$ cat src/rtl/whr_ip_ctrl_mm_pkg.sv
// Shared definitions for the wormhole input-port controller.
//   clogb            : ceiling log2, used to size address/length/pointer fields
//   dim_order_e      : runtime dimension traversal order encodings
//   framer_state_e   : input framer states
//   FLIT_FLAG_W etc. : layout of the {head, tail, data} word held in the flit FIFO
package whr_ip_ctrl_mm_pkg;

    // Ceiling log2; clogb(1) == 0.
    function automatic int unsigned clogb(input int unsigned value);
        int unsigned r;
        r = 0;
        for (int unsigned i = 0; i < 32; i++) begin
            if ((64'd1 << i) < 64'(value)) begin
                r = i + 1;
            end
        end
        return r;
    endfunction

    typedef enum logic [1:0] {
        DIM_ORDER_ASC  = 2'b00,
        DIM_ORDER_DESC = 2'b01
    } dim_order_e;

    typedef enum logic {
        FR_IDLE = 1'b0,
        FR_BODY = 1'b1
    } framer_state_e;

    // Stored flit word: {head, tail, data}
    localparam int unsigned FLIT_FLAG_W   = 2;
    localparam int unsigned FLAG_HEAD_OFS = 1;
    localparam int unsigned FLAG_TAIL_OFS = 0;

endpackage

$ cat src/rtl/whr_flit_fifo.sv
// Flit storage FIFO with non-power-of-two depth support.
//   clk, reset   : clock, synchronous active-high reset (pointers/count only)
//   push_i       : write push_data_i (ignored when full)
//   push_data_i  : word to store
//   pop_i        : remove front word (ignored when empty)
//   pop_data_o   : front word, combinational peek of the read pointer
//   full_o       : occupancy == depth
//   empty_o      : occupancy == 0
module whr_flit_fifo
    import whr_ip_ctrl_mm_pkg::*;
#(
    parameter int unsigned depth = 8,
    parameter int unsigned width = 66
) (
    input  logic             clk,
    input  logic             reset,
    input  logic             push_i,
    input  logic [width-1:0] push_data_i,
    input  logic             pop_i,
    output logic [width-1:0] pop_data_o,
    output logic             full_o,
    output logic             empty_o
);

    localparam int unsigned PTR_W = (clogb(depth) > 0) ? clogb(depth) : 1;
    localparam int unsigned CNT_W = clogb(depth + 1);

    logic [width-1:0] mem_q [depth];
    logic [PTR_W-1:0] wr_ptr_q, wr_ptr_d;
    logic [PTR_W-1:0] rd_ptr_q, rd_ptr_d;
    logic [CNT_W-1:0] count_q, count_d;
    logic             do_push, do_pop;

    function automatic logic [PTR_W-1:0] next_ptr(input logic [PTR_W-1:0] p);
        return (p == PTR_W'(depth - 1)) ? '0 : p + 1'b1;
    endfunction

    assign full_o     = (count_q == CNT_W'(depth));
    assign empty_o    = (count_q == '0);
    assign do_push    = push_i & ~full_o;
    assign do_pop     = pop_i & ~empty_o;
    assign pop_data_o = mem_q[rd_ptr_q];

    always_comb begin
        wr_ptr_d = do_push ? next_ptr(wr_ptr_q) : wr_ptr_q;
        rd_ptr_d = do_pop  ? next_ptr(rd_ptr_q) : rd_ptr_q;
        count_d  = count_q;
        if (do_push && !do_pop) begin
            count_d = count_q + 1'b1;
        end else if (do_pop && !do_push) begin
            count_d = count_q - 1'b1;
        end
    end

    always_ff @(posedge clk) begin
        if (reset) begin
            wr_ptr_q <= '0;
            rd_ptr_q <= '0;
            count_q  <= '0;
        end else begin
            wr_ptr_q <= wr_ptr_d;
            rd_ptr_q <= rd_ptr_d;
            count_q  <= count_d;
        end
    end

    // Storage carries no reset: contents are only observed while non-empty.
    always_ff @(posedge clk) begin
        if (do_push) begin
            mem_q[wr_ptr_q] <= push_data_i;
        end
    end

endmodule

$ cat src/rtl/whr_ip_ctrl_mm.sv
// Multimode wormhole input-port controller.
//   clk, reset      : clock, synchronous active-high reset
//   mode_dim_order  : 00 ascending, 01 descending, 1x reserved (ascending + error)
//   router_address  : this router's coordinates, dimension 0 in the MSBs
//   channel_in      : {valid, head, data}; head data MSB-first = {dest, length code}
//   route_op        : one-hot output port request, port 0 in the MSB
//   req/req_head/req_tail : FIFO non-empty and front-flit framing flags
//   gnt             : switch accepted the front flit this cycle
//   flit_data_out   : data of the front flit
//   flow_ctrl_out   : one credit pulse per popped flit, one cycle after the pop
//   error           : registered one-cycle pulse for framing/overflow/protocol/route errors
module whr_ip_ctrl_mm
    import whr_ip_ctrl_mm_pkg::*;
#(
    parameter int unsigned buffer_size          = 8,
    parameter int unsigned num_routers_per_dim  = 4,
    parameter int unsigned num_dimensions       = 2,
    parameter int unsigned num_nodes_per_router = 1,
    parameter int unsigned flit_data_width      = 64,
    parameter int unsigned max_payload_length   = 4,
    parameter int unsigned min_payload_length   = 1,
    parameter int unsigned port_id              = 0
) (
    input  logic                                                 clk,
    input  logic                                                 reset,
    input  logic [1:0]                                           mode_dim_order,
    input  logic [num_dimensions*clogb(num_routers_per_dim)-1:0] router_address,
    input  logic [flit_data_width+1:0]                           channel_in,
    output logic [2*num_dimensions+num_nodes_per_router-1:0]     route_op,
    output logic                                                 req,
    output logic                                                 req_head,
    output logic                                                 req_tail,
    input  logic                                                 gnt,
    output logic [flit_data_width-1:0]                           flit_data_out,
    output logic                                                 flow_ctrl_out,
    output logic                                                 error
);

    localparam int unsigned num_ports = 2 * num_dimensions + num_nodes_per_router;
    localparam int unsigned DIM_W     = clogb(num_routers_per_dim);
    localparam int unsigned NODE_W    = clogb(num_nodes_per_router);
    localparam int unsigned NODE_S    = (NODE_W > 0) ? NODE_W : 1;
    localparam int unsigned ADDR_W    = num_dimensions * DIM_W + NODE_W;
    localparam int unsigned LEN_W     = clogb(max_payload_length - min_payload_length + 1);
    localparam int unsigned LEN_S     = (LEN_W > 0) ? LEN_W : 1;
    localparam int unsigned CNT_RAW   = clogb(min_payload_length + (1 << LEN_W));
    localparam int unsigned CNT_W     = (CNT_RAW > 0) ? CNT_RAW : 1;
    localparam int unsigned PORT_W    = clogb(num_ports);
    localparam int unsigned FIFO_W    = flit_data_width + FLIT_FLAG_W;

    // ---------------- input framer ----------------
    logic                       in_valid, in_head, in_tail;
    logic [flit_data_width-1:0] in_data;
    logic [LEN_S-1:0]           in_len;
    logic [CNT_W-1:0]           head_cnt;
    framer_state_e              fr_state_q;
    logic [CNT_W-1:0]           fr_cnt_q;
    logic                       frame_err, accept, overflow_err, push;

    assign {in_valid, in_head, in_data} = channel_in;

    // Length code sits directly below the destination field.
    always_comb begin
        in_len = '0;
        for (int unsigned i = 0; i < LEN_W; i++) begin
            in_len[i] = in_data[flit_data_width - ADDR_W - LEN_W + i];
        end
    end

    assign head_cnt  = CNT_W'(min_payload_length) + CNT_W'(in_len);
    assign frame_err = in_valid & (in_head ? (fr_state_q == FR_BODY) : (fr_state_q == FR_IDLE));
    assign accept    = in_valid & ~frame_err;
    assign in_tail   = in_head ? (head_cnt == '0) : (fr_cnt_q == CNT_W'(1));

    // The framer follows the link stream even when the FIFO drops a flit,
    // so packet boundaries stay aligned with upstream.
    always_ff @(posedge clk) begin
        if (reset) begin
            fr_state_q <= FR_IDLE;
            fr_cnt_q   <= '0;
        end else if (accept) begin
            if (in_head) begin
                fr_cnt_q   <= head_cnt;
                fr_state_q <= (head_cnt == '0) ? FR_IDLE : FR_BODY;
            end else begin
                fr_cnt_q <= fr_cnt_q - 1'b1;
                if (fr_cnt_q == CNT_W'(1)) begin
                    fr_state_q <= FR_IDLE;
                end
            end
        end
    end

    // ---------------- flit storage ----------------
    logic [FIFO_W-1:0]          fifo_out;
    logic                       fifo_full, fifo_empty;
    logic                       front_head, front_tail;
    logic [flit_data_width-1:0] front_data;
    logic                       pop;

    assign overflow_err = accept & fifo_full;
    assign push         = accept & ~fifo_full;

    whr_flit_fifo #(
        .depth (buffer_size),
        .width (FIFO_W)
    ) u_fifo (
        .clk         (clk),
        .reset       (reset),
        .push_i      (push),
        .push_data_i ({in_head, in_tail, in_data}),
        .pop_i       (pop),
        .pop_data_o  (fifo_out),
        .full_o      (fifo_full),
        .empty_o     (fifo_empty)
    );

    assign front_head = fifo_out[flit_data_width + FLAG_HEAD_OFS];
    assign front_tail = fifo_out[flit_data_width + FLAG_TAIL_OFS];
    assign front_data = fifo_out[flit_data_width-1:0];

    assign req           = ~fifo_empty;
    assign req_head      = req & front_head;
    assign req_tail      = req & front_tail;
    assign pop           = gnt & req;
    assign flit_data_out = front_data;

    // ---------------- route computation ----------------
    logic [ADDR_W-1:0]    front_dest;
    logic [NODE_S-1:0]    front_node;
    logic                 desc_order, mode_reserved;
    logic [31:0]          scan_dim;
    logic [DIM_W-1:0]     dest_c, here_c;
    logic                 route_found;
    logic [PORT_W-1:0]    route_idx;
    logic [num_ports-1:0] route_vec;
    logic [num_ports-1:0] route_q;
    logic                 route_err;

    assign front_dest    = front_data[flit_data_width-1 -: ADDR_W];
    assign desc_order    = (mode_dim_order == DIM_ORDER_DESC);
    assign mode_reserved = mode_dim_order[1];

    always_comb begin
        front_node = '0;
        for (int unsigned i = 0; i < NODE_W; i++) begin
            front_node[i] = front_dest[i];
        end
    end

    always_comb begin
        route_found = 1'b0;
        scan_dim    = '0;
        dest_c      = '0;
        here_c      = '0;
        route_idx   = PORT_W'(2 * num_dimensions) + PORT_W'(front_node);
        for (int unsigned k = 0; k < num_dimensions; k++) begin
            scan_dim = desc_order ? 32'(num_dimensions - 1 - k) : 32'(k);
            dest_c   = DIM_W'(front_dest >> (NODE_W + (num_dimensions - 1 - scan_dim) * DIM_W));
            here_c   = DIM_W'(router_address >> ((num_dimensions - 1 - scan_dim) * DIM_W));
            if (!route_found && (dest_c != here_c)) begin
                route_found = 1'b1;
                route_idx   = PORT_W'(2 * scan_dim) + PORT_W'(dest_c > here_c);
            end
        end
        // Port 0 occupies the MSB of the one-hot vector.
        route_vec = '0;
        for (int unsigned p = 0; p < num_ports; p++) begin
            route_vec[num_ports - 1 - p] = (route_idx == PORT_W'(p));
        end
    end

    assign route_op = !req ? '0 : (front_head ? route_vec : route_q);

    // Route faults are reported once per packet, when its head is granted.
    assign route_err = pop & front_head & (mode_reserved | (route_idx == PORT_W'(port_id)));

    // ---------------- registered outputs ----------------
    logic flow_q, err_q;

    always_ff @(posedge clk) begin
        if (reset) begin
            route_q <= '0;
            flow_q  <= 1'b0;
            err_q   <= 1'b0;
        end else begin
            if (pop && front_head) begin
                route_q <= route_vec;
            end
            flow_q <= pop;
            err_q  <= frame_err | overflow_err | (gnt & ~req) | route_err;
        end
    end

    assign flow_ctrl_out = flow_q;
    assign error         = err_q;

endmodule
$ cat config.mk
export PLATFORM = sky130hd
export DESIGN_NAME = whr_ip_ctrl_mm
export DESIGN_NICKNAME = d
export VERILOG_FILES = /design/src/rtl/whr_ip_ctrl_mm_pkg.sv /design/src/rtl/whr_flit_fifo.sv /design/src/rtl/whr_ip_ctrl_mm.sv
export SDC_FILE = /design/constraint.sdc
export NUM_CORES = 1
export LEC_CHECK = 0
export ABC_CLOCK_PERIOD_IN_PS = 9700
export BUFFER_PORTS_ARGS = -buffer_cell sky130_fd_sc_hd__buf_4
export CORE_MARGIN = 2
export CORE_UTILIZATION = 30
export CTS_BUF_LIST = sky130_fd_sc_hd__clkbuf_4 sky130_fd_sc_hd__clkbuf_8 sky130_fd_sc_hd__clkbuf_16
export DETAILED_ROUTE_END_ITERATION = 12
export SLEW_MARGIN = 20
export SYNTH_ARGS = -nofsm -noshare
export SYNTH_HDL_FRONTEND = slang
export SYNTH_SLANG_ARGS = --single-unit
$ cat constraint.sdc
create_clock -name clk -period 9.7 [get_ports clk]
set_input_delay 1.94 -clock clk [delete_from_list [all_inputs] [get_ports clk]]
set_output_delay 1.94 -clock clk [all_outputs]
set_load 0.01 [all_outputs]
==> key figures, run 1 <==
Status
  – Outcome: complete, no violations

Job
  – Max Cap Viol: 0

Global routing
  – GR Overflow Total: 0
  – Initial antenna violation count: 4
  – Vias in the first global route: 10900
  – Largest net degree at the start of global routing: 64
  – GRT Util Overall: between 10% and 20%
  – First-pass GRT wire length: 67.97 mm

CTS
  – Clock sink count: between 500 and 600
  – Setup bufs post-CTS: 0
  – Worst-skew pair later-pin latency: 0.60 ns
  – Post-CTS Resized: 0
  – Clk buf depth: 3
  – Hold Buf Count CTS: 0
  – Htree depth: 2
  – Reg clk slew, reported paths: roughly 0.060 ns
  – TritonCTS buffer count: 59
  – CTS tree: built
  – Root Buffer: clkbuf_16

Logic synthesis
  – Number of flops mapped to enable cells by yosys: 528
  – Synth Warn #: 0
  – Synth top area cells: edfxtp_1, mux4_2, mux2_2, dfxtp_1, ha_1
  – Synth unique cells: between 40 and 50
  – Post-synth ARST share: 0%
  – Net Count, Synth: 1056
  – Sequential element share of the synthesized area: 76.34%
  – Avg Synthesized Cell Area: 22.15 um^2
  – Synth Flop Type: edfxtp_1
  – Synth Instances: 966
  – Synthesized area: 21400 um^2
  – Share of the synthesized area in the top cell type: approximately three quarters
  – Largest area contributor in the netlist: edfxtp_1
  – Synthesized flop and latch total: ~550

STA
  – TNS Setup: 0 ns
  – Fin worst setup slack: just over 3 ns
  – Finish-stage setup viols: 0
  – RSZ-0062 raised after global routing: false
  – Final min period: 6.594 ns
  – Max-slew headroom: 32.85%
  – Worst Skew: 0.01554 ns
  – Worst-Margin Slew: about 1.0 ns
  – Final Max Slew Viols: 0
  – Crit share post-route: 67.98%
  – FMAX: 0.1517 GHz
  – WHS: roughly 0.46 ns
  – Final hold vios: 0

Placement
  – DP HPWL: 24.86 mm
  – DP Area: 23700 um^2
  – Worst slack at placement: 3.447 ns
  – Final GP Congestion: 0.7731
  – Placed insts: 2030
  – Port Buffers: ~150

Floorplan
  – I/O Pins: between 100 and 150
  – Row cnt: between 90 and 100
  – Die Ht: 271.1 um
  – Die area: about 73000 um^2
  – Starting Density: 30.45%
  – Die width: about 270 um
  – Core ar.: 70270 um^2

Setup path
  – Crit path kind: reg -> out
  – Crit-path max FO: 45
  – Crit path arrival time: approximately 4.7 ns
  – Worst reg-to-reg setup slack: between 5 and 6 ns
  – Worst-case reg-to-reg path depth: 9
  – Worst R2R End: route_q[3]$_SDFFE_PP0P_
  – CP Capture Type: output pin
  – Crit start category: flip-flop
  – Critical Path RT: 7.76 ns

Min path
  – Worst Hold Depth: 2
  – Worst hold endpoint: route_q[2]$_SDFFE_PP0P_
  – Min-delay worst type: reg -> reg
  – Min-delay src: route_q[2]$_SDFFE_PP0P_

Power
  – P per Cell Area: 240.1 nW/um^2
  – Comb pwr share: around 18%
  – Sw Ratio: 23.89%
  – Leak pwr: between 8 and 9 nW
  – Maximum VDD drop: ~0.11 mV
  – Net switching power: 1.478 mW
  – Pwr Total: 6.187 mW
  – Cell Int Power: 4.709 mW
  – Register share of total power: 44.2%
  – Clock Power Share: between 30% and 40%

Cells and area
  – Non-Filler Instances: 2139
  – Area grow syn2layout: 20.44%
  – Fin area: 25770 um^2
  – Final #Nets: 1241
  – Diode count: 0
  – Final core occ: 36.68%
  – Layout cells sized above 1: around two fifths

Detailed routing
  – DR WL/cell: 20.96 um
  – DRT iter0 DRCs: 670
  – Remaining DRCs: 0
  – DR vias: around 10000
  – Vias per cell: 4.721
  – Drt total wl: 44.84 mm
  – First-pass detailed-route iteration total: 5
  – Detail Route Antenna Nets: 0
## cell usage after synthesis, drive strengths merged (2+ instances only)
cell and instances:
o21ai 7, buf 19, dfxtp 24, nand2 25, ha 14, xor2 2
nor2b 5, nor3 4, nor2 28, nand2b 4, mux2 70, mux4 132
nand3 3, or3 3, and2 2, a21oi 18, clkbuf 27, mux2i 17
nor3b 2, a211oi 3, o221ai 2, o2111ai 4, inv 8, edfxtp 528
## area by class of cell
type                       instances  area (um^2)
fill                            6375        44500
sequential                       552        16350
multi-input combinational        359         4865
clock buffer                      69         1582
timing repair buffer             170         1276
tap                              940         1176
clock inverter                    40        491.7
inverter                           9        35.03
## worst max-delay path by stage
stage / end / slack, ns / depth (start not counted)
finish: route_op[1] / 3.11 / 10
global route: route_op[1] / 2.77 / 10
CTS: route_op[1] / 3.03 / 10
detailed placement: route_op[1] / 3.45 / 9
global placement: route_op[3] / 3.61 / 9
floorplan: u_fifo.mem_q[0][0]$_DFFE_PP_ / 0.03 / 4
## cell families (layout without fill, tap and decap cells)
logic type,Yosys count,in the layout,synth area share [%]
buffers and inverters,55,288,1.152
and+or+nand+nor,79,79,1.772
AOI/OAI and AO/OA,43,43,1.310
DFF,552,552,76.34
muxes,219,219,18.39
adders and majority gates,15,15,0.9122
xor gates and xnor gates,3,3,0.1228
## flip-flops by register name, indices dropped and copies added, names as in the netlist, named ones only
register,cells
error,1
flow_ctrl_out,1
fr_cnt_q,3
fr_state_q,1
route_q,5
u_fifo.count_q,4
u_fifo.mem_q,528
u_fifo.rd_ptr_q,3
u_fifo.wr_ptr_q,3
## routing by layer
| metal | GRT usage [%] | share of wire (%) | vias up |
|---|---|---|---|
| li1 | - | - | 4405 |
| met1 | 16.10 | 43 | 5356 |
| met5 | 0 | 0.096 | - |
| met4 | 3.097 | 2.0 | 6 |
| met3 | 2.956 | 5.6 | 74 |
| met2 | 20.28 | 49 | 257 |
## cells in the final DEF, fill, tap and decap left out, types with 7 or more instances in the layout
cell type	n
edfxtp_1	528
buf_4	170
mux4_2	132
mux2_2	69
clkbuf_16	60
nand2_1	25
nor2_1	23
dfxtp_1	21
a21oi_1	18
mux2i_1	17
ha_1	14
clkinv_2	12
bufinv_16	11
clkinv_1	11
inv_1	8
o21ai_0	7
clkbuf_4	7
## power by group through the flow
stage          clock network (mW)  registers, mW  logic, mW
3_5_place_dp                    0           2.78       1.12
6_report                     2.36           2.73       1.10
3_3_place_gp                    0           2.78       1.11
2_1_floorplan                   0           2.77      0.753
4_1_cts                      2.43           2.73       1.13
5_1_grt                      2.53           2.74       1.20
## critical path: stages (launching register included)
cell and delay, ns:
dfxtp_4 0.59, buf_4 0.81, mux4_2 0.62, mux2_2 0.31, mux2i_1 0.15, ha_1 0.22, nand2_1 0.15, nor3b_1 0.60
o221ai_1 0.25, a21oi_1 0.20, buf_4 0.14
No activity file was read; power rests on OpenSTA's default activity.
==> inputs of run 2 (changes only) <==
--- a/config.mk
+++ b/config.mk
@@ -5,7 +5,7 @@
 export SDC_FILE = /design/constraint.sdc
 export NUM_CORES = 1
 export LEC_CHECK = 0
-export ABC_CLOCK_PERIOD_IN_PS = 9700
+export ABC_CLOCK_PERIOD_IN_PS = 5300
 export BUFFER_PORTS_ARGS = -buffer_cell sky130_fd_sc_hd__buf_4
 export CORE_MARGIN = 2
 export CORE_UTILIZATION = 30
==> constraint.sdc (replaced) <==
create_clock -name clk -period 5.3 [get_ports clk]
set_input_delay 1.06 -clock clk [delete_from_list [all_inputs] [get_ports clk]]
set_output_delay 1.06 -clock clk [all_outputs]
set_load 0.01 [all_outputs]
==> key figures, run 2 (synthesis gave the netlist of run 1 again) <==
Setup path
  – CP Capture Type: output pin
  – Crit-path max FO: 21
  – Crit path arrival time: 3.85 ns
  – Worst-case reg-to-reg path depth: 9
  – Crit path kind: reg -> out
  – Worst reg-to-reg setup slack: ~1.9 ns
  – Crit start category: flip-flop
  – Critical Path RT: 4.24 ns

Cells and area
  – Fin area: 25670 um^2
  – Most frequent cells in the layout: edfxtp_1, buf_4, mux4_2
  – Layout cells sized above 1: between 40% and 50%
  – Area grow syn2layout: 19.97%
  – Diode count: 0
  – Top flop regs: u_fifo.mem_q x528, route_q x5, u_fifo.count_q x4
  – Final #Nets: 1240
  – Most common cell after layout, fill and taps aside: edfxtp_1
  – Max FFs per register: 528
  – Largest Register: u_fifo.mem_q

Floorplan
  – Die width: roughly 270 um
  – Core ar.: 70270 um^2
  – Die Ht: 271.1 um
  – Die area: 73480 um^2
  – Starting Density: 30.45%
  – Row cnt: 97
  – I/O Pins: approximately 150

CTS
  – TritonCTS buffer count: 58
  – Clk buf depth: 3
  – Clock sink count: 552
  – Htree depth: 2
  – Hold Buf Count CTS: 0
  – CTS tree: built
  – Post-CTS Resized: 0
  – Reg clk slew, reported paths: 0.06 ns
  – Setup bufs post-CTS: 0
  – Worst-skew pair later-pin latency: 0.60 ns
  – Root Buffer: clkbuf_16

Placement
  – Port Buffers: 148
  – DP Area: 23760 um^2
  – Worst slack at placement: 0.8343 ns
  – Final GP Congestion: 0.7558
  – DP HPWL: 24.53 mm

Status
  – Outcome: complete, no violations

Detailed routing
  – DR vias: 9973
  – Drt total wl: 44.56 mm
  – DRT iter0 DRCs: 636
  – Detail Route Antenna Nets: 0
  – Remaining DRCs: 0
  – DR WL/cell: 20.86 um
  – Vias per cell: 4.669
  – First-pass detailed-route iteration total: 6

STA
  – RSZ-0062 raised after global routing: false
  – Finish-stage setup viols: 0
  – FMAX: slightly above 0.2 GHz
  – Final hold vios: 0
  – Max-slew headroom: ~29%
  – WHS: ~0.46 ns
  – Final min period: 4.910 ns
  – Fin worst setup slack: 0.3897 ns
  – Worst Skew: 0.01025 ns
  – Crit share post-route: 92.65%
  – Final Max Slew Viols: 0
  – Worst-Margin Slew: 1.058 ns

Power
  – Maximum VDD drop: between 0.2 and 0.3 mV
  – Sw Ratio: 24.58%
  – Clock Power Share: ~37%
  – Leak pwr: 8.160 nW
  – P per Cell Area: roughly 430 nW/um^2
  – Net switching power: 2.714 mW
  – Comb pwr share: 18.2%
  – Cell Int Power: 8.327 mW
  – Register share of total power: 45.4%

Global routing
  – Initial antenna violation count: 1
  – Largest net degree at the start of global routing: between 60 and 70
  – Vias in the first global route: 10730
  – GR Overflow Total: 0
  – First-pass GRT wire length: 67.37 mm
  – GRT Util Overall: 12.16%

Job
  – Max Cap Viol: 0

Min path
  – Worst Hold Depth: 2
  – Min-delay worst type: reg -> reg
run 2: cell count changes in the layout (fill, tap and decap cells not counted), sizes merged:
cell      before  now
inv           10   11
bufinv        11    5
clkinvlp       3    5
clkinv        25   20
clkbuf        69   74
run 2: worst paths after layout:
kind                      startpoint                      end
max                        flip-flop              route_op[1]
min          route_q[1]$_SDFFE_PP0P_  route_q[1]$_SDFFE_PP0P_
max reg2reg                flip-flop  route_q[3]$_SDFFE_PP0P_
min reg2reg  route_q[1]$_SDFFE_PP0P_  route_q[1]$_SDFFE_PP0P_
run 2: critical path, stage by stage, from the launching register on:
cell and delay (ns):
dfxtp_4 0.62, mux4_2 0.58, mux2_2 0.31, nor2_1 0.12, nor2_1 0.06, ha_1 0.36
nand2_1 0.14, nor3b_1 0.55, o221ai_1 0.20, a21oi_1 0.17, buf_4 0.14
run 2: cell type report:
type	instances	area, um^2
clock buffers	74	1589
clock inverters	32	319.1
fillers	6414	44600
inverters	9	35.03
multi-input cells	359	4880
flip-flops and latches	552	16350
well taps	940	1176
repair buffers	170	1326
run 2: metrics by stage:
| step | util, % | setup TNS [ns] | cells | total power [mW] |
|---|---|---|---|---|
| after detailed placement | 33.82 | 0 | 2030 | 7.158 |
| after global routing | 36.53 | 0 | 2136 | 11.50 |
| after global placement | 33.82 | 0 | 2030 | 7.125 |
| after CTS | 36.53 | 0 | 2136 | 11.22 |
| final | 36.53 | 0 | 2136 | 11.04 |
| after floorplan | - | -377.36 | 966 | 6.433 |
run 2: layer usage:
| layer | up-vias | track usage (%) | wire, um |
|---|---|---|---|
| li1 | 4405 | - | - |
| met1 | 5296 | 16.02 | 19470 |
| met2 | 199 | 20.03 | 21950 |
| met3 | 71 | 2.689 | 2155 |
| met4 | 2 | 3.766 | 963 |
| met5 | - | 0 | 18 |
run 2: power groups by stage:
stage | registers (mW) | logic [mW] | clock network (mW)
final | 5.01 | 2.00 | 4.03
after global routing | 5.02 | 2.18 | 4.30
after CTS | 5.01 | 2.06 | 4.14
after detailed placement | 5.10 | 2.05 | 0
after global placement | 5.10 | 2.03 | 0
after floorplan | 5.05 | 1.38 | 0
==> inputs of run 3 (changes only) <==
--- a/config.mk
+++ b/config.mk
@@ -5,7 +5,7 @@
 export SDC_FILE = /design/constraint.sdc
 export NUM_CORES = 1
 export LEC_CHECK = 0
-export ABC_CLOCK_PERIOD_IN_PS = 5300
+export ABC_CLOCK_PERIOD_IN_PS = 6350
 export BUFFER_PORTS_ARGS = -buffer_cell sky130_fd_sc_hd__buf_4
 export CORE_MARGIN = 2
 export CORE_UTILIZATION = 30
@@ -15,3 +15,4 @@
 export SYNTH_ARGS = -nofsm -noshare
 export SYNTH_HDL_FRONTEND = slang
 export SYNTH_SLANG_ARGS = --single-unit
+export TNS_END_PERCENT = 100
==> constraint.sdc (replaced) <==
create_clock -name clk -period 6.35 [get_ports clk]
set_input_delay 1.27 -clock clk [delete_from_list [all_inputs] [get_ports clk]]
set_output_delay 1.27 -clock clk [all_outputs]
set_load 0.01 [all_outputs]
==> key figures, run 3 (synthesis gave the netlist of run 1 again) <==
Cells and area
  – Layout cells sized above 1: between 40% and 50%
  – Fillcell total: 6396
  – Most common cell after layout, fill and taps aside: edfxtp_1
  – Area grow syn2layout: 19.67%
  – Non-Filler Instances: 2129
  – Largest Register: u_fifo.mem_q
  – Max FFs per register: 528
  – Most frequent cells in the layout: edfxtp_1, buf_4, mux4_2
  – Final #Nets: between 1000 and 1500
  – Diode count: 0
  – Top flop regs: u_fifo.mem_q x528, route_q x5, u_fifo.count_q x4

CTS
  – Post-CTS Resized: 0
  – Worst-skew pair later-pin latency: 0.61 ns
  – Htree depth: 2
  – Reg clk slew, reported paths: 0.07 ns
  – Clk buf depth: 3
  – Root Buffer: clkbuf_16
  – Clock sink count: 552
  – Hold Buf Count CTS: 0
  – Setup bufs post-CTS: 0
  – CTS tree: built
  – TritonCTS buffer count: 58

Floorplan
  – Starting Density: 30.45%
  – Core ar.: roughly 70000 um^2
  – I/O Pins: 149
  – Row cnt: 97
  – Die Ht: 271.1 um
  – Die width: roughly 270 um
  – Die area: 73480 um^2

Setup path
  – Bufs and invs on worst path: 1
  – CP Cell Sequence: mux4_2 -> mux2_2 -> nor2_1 -> nor2_1 -> ha_1 -> nand2_1 -> nor3b_1 -> o221ai_1 -> a21oi_1 -> buf_4
  – Crit path top cell by count: nor2_1
  – Top delay family on crit path: simple AND/OR/NAND/NOR gates
  – Crit path kind: reg -> out
  – Crit start category: flip-flop
  – CP Capture Type: output pin
  – Crit path arrival time: 3.85 ns
  – Slowest-stage cell, CP: nor3b_1
  – Critical Path RT: 5.08 ns
  – Slowest Stage Delay on Critical Path: 0.61 ns
  – Crit-path max FO: 16

Global routing
  – GR Overflow Total: 0
  – Largest net degree at the start of global routing: 67
  – First-pass GRT wire length: a little under 70 mm
  – GRT Util Overall: 12.35%
  – Vias in the first global route: 10830
  – Initial antenna violation count: 1

Detailed routing
  – Detail Route Antenna Nets: 0
  – Drt total wl: roughly 45 mm
  – WL met2: 22.99 mm
  – DR vias: 9989
  – DRT iter0 DRCs: 666
  – DRT met1 WL: between 15 and 20 mm
  – Met3 Routed Length: 2.390 mm
  – First-pass detailed-route iteration total: 7
  – DR WL/cell: approximately 21 um
  – Remaining DRCs: 0
  – Vias per cell: 4.692
  – Uppermost layer routed: met5

Status
  – Outcome: complete, no violations

STA
  – FMAX: approximately 0.20 GHz
  – Worst-Margin Slew: 0.9496 ns
  – RSZ-0062 raised after global routing: false
  – Final hold vios: 0
  – Final Max Slew Viols: 0
  – Worst Skew: 0.02496 ns
  – Crit share post-route: between 80% and 90%
  – Final min period: 5.117 ns
  – Max-slew headroom: 36.69%
  – Finish-stage setup viols: 0

Power
  – Pwr Total: a little over 9 mW
  – P per Cell Area: 358.7 nW/um^2
  – Maximum VDD drop: approximately 0.28 mV
  – Leak pwr: ~8 nW

Placement
  – Placed insts: 2028
  – DP HPWL: 24.97 mm
  – Final GP Congestion: 0.7675
  – Port Buffers: 148

Min path
  – Min-delay worst type: reg -> reg

Job
  – Max Cap Viol: 0
run 3: area by class of cell:
| class | count | area (um^2) | share of cell area [%] |
|---|---|---|---|
| flip-flops and latches | 552 | 16350 | 63.84 |
| multi-input cells | 359 | 4880 | 19.06 |
| repair buffers | 168 | 1299 | 5.072 |
| well taps | 940 | 1176 | 4.593 |
| inverters | 9 | 35.03 | 0.1368 |
| clock buffers | 69 | 1534 | 5.990 |
| clock inverters | 32 | 336.6 | 1.314 |
run 3: metrics by stage:
step	setup TNS (ns)	instance area, um^2	hold slack [ns]	worst slack [ns]	utilization [%]
2_1_floorplan	-163.50	21410	0.4350	-0.8258	-
3_3_place_gp	0	23740	0.4501	1.597	33.78
3_5_place_dp	0	23740	0.4669	1.416	33.78
4_1_cts	0	25610	0.4771	1.054	36.44
5_1_grt	0	25610	0.4957	0.8717	36.44
6_report	0	25610	0.4696	1.233	36.44
run 3: routing by layer:
metal / track usage, % / vias up
met3: 2.991 / 66
met5: 0 / -
met2: 21.15 / 233
met4: 2.864 / 2
li1: - / 4390
met1: 15.78 / 5298
run 3: final timing paths:
| path | slack [ns] | endpoint | cells past startpoint | start |
|---|---|---|---|---|
| setup / recovery | 1.23 | route_op[1] | 10 | flip-flop |
| hold / removal | 0.47 | route_q[1]$_SDFFE_PP0P_ | 2 | route_q[1]$_SDFFE_PP0P_ |
| setup reg to reg | 3.07 | route_q[3]$_SDFFE_PP0P_ | 9 | flip-flop |
| hold reg to reg | 0.47 | route_q[1]$_SDFFE_PP0P_ | 2 | route_q[1]$_SDFFE_PP0P_ |
run 3: worst register-to-register path: cells and delay by family, from the launching register on:
| family | cells | cell delay [ns] |
|---|---|---|
| AO/OA/AOI/OAI | 1 | 0.17 |
| AND/OR/NAND/NOR | 4 | 0.93 |
| adder cells (fa/ha/maj) | 1 | 0.36 |
| flip-flops | 1 | 0.55 |
| multiplexers | 3 | 1.16 |
run 3: power by group:
group | internal, mW | total, mW | switching [mW]
Sequential | 4.10 | 4.17 | 0.0717
Combinational | 0.874 | 1.69 | 0.812
Clock | 1.96 | 3.33 | 1.37
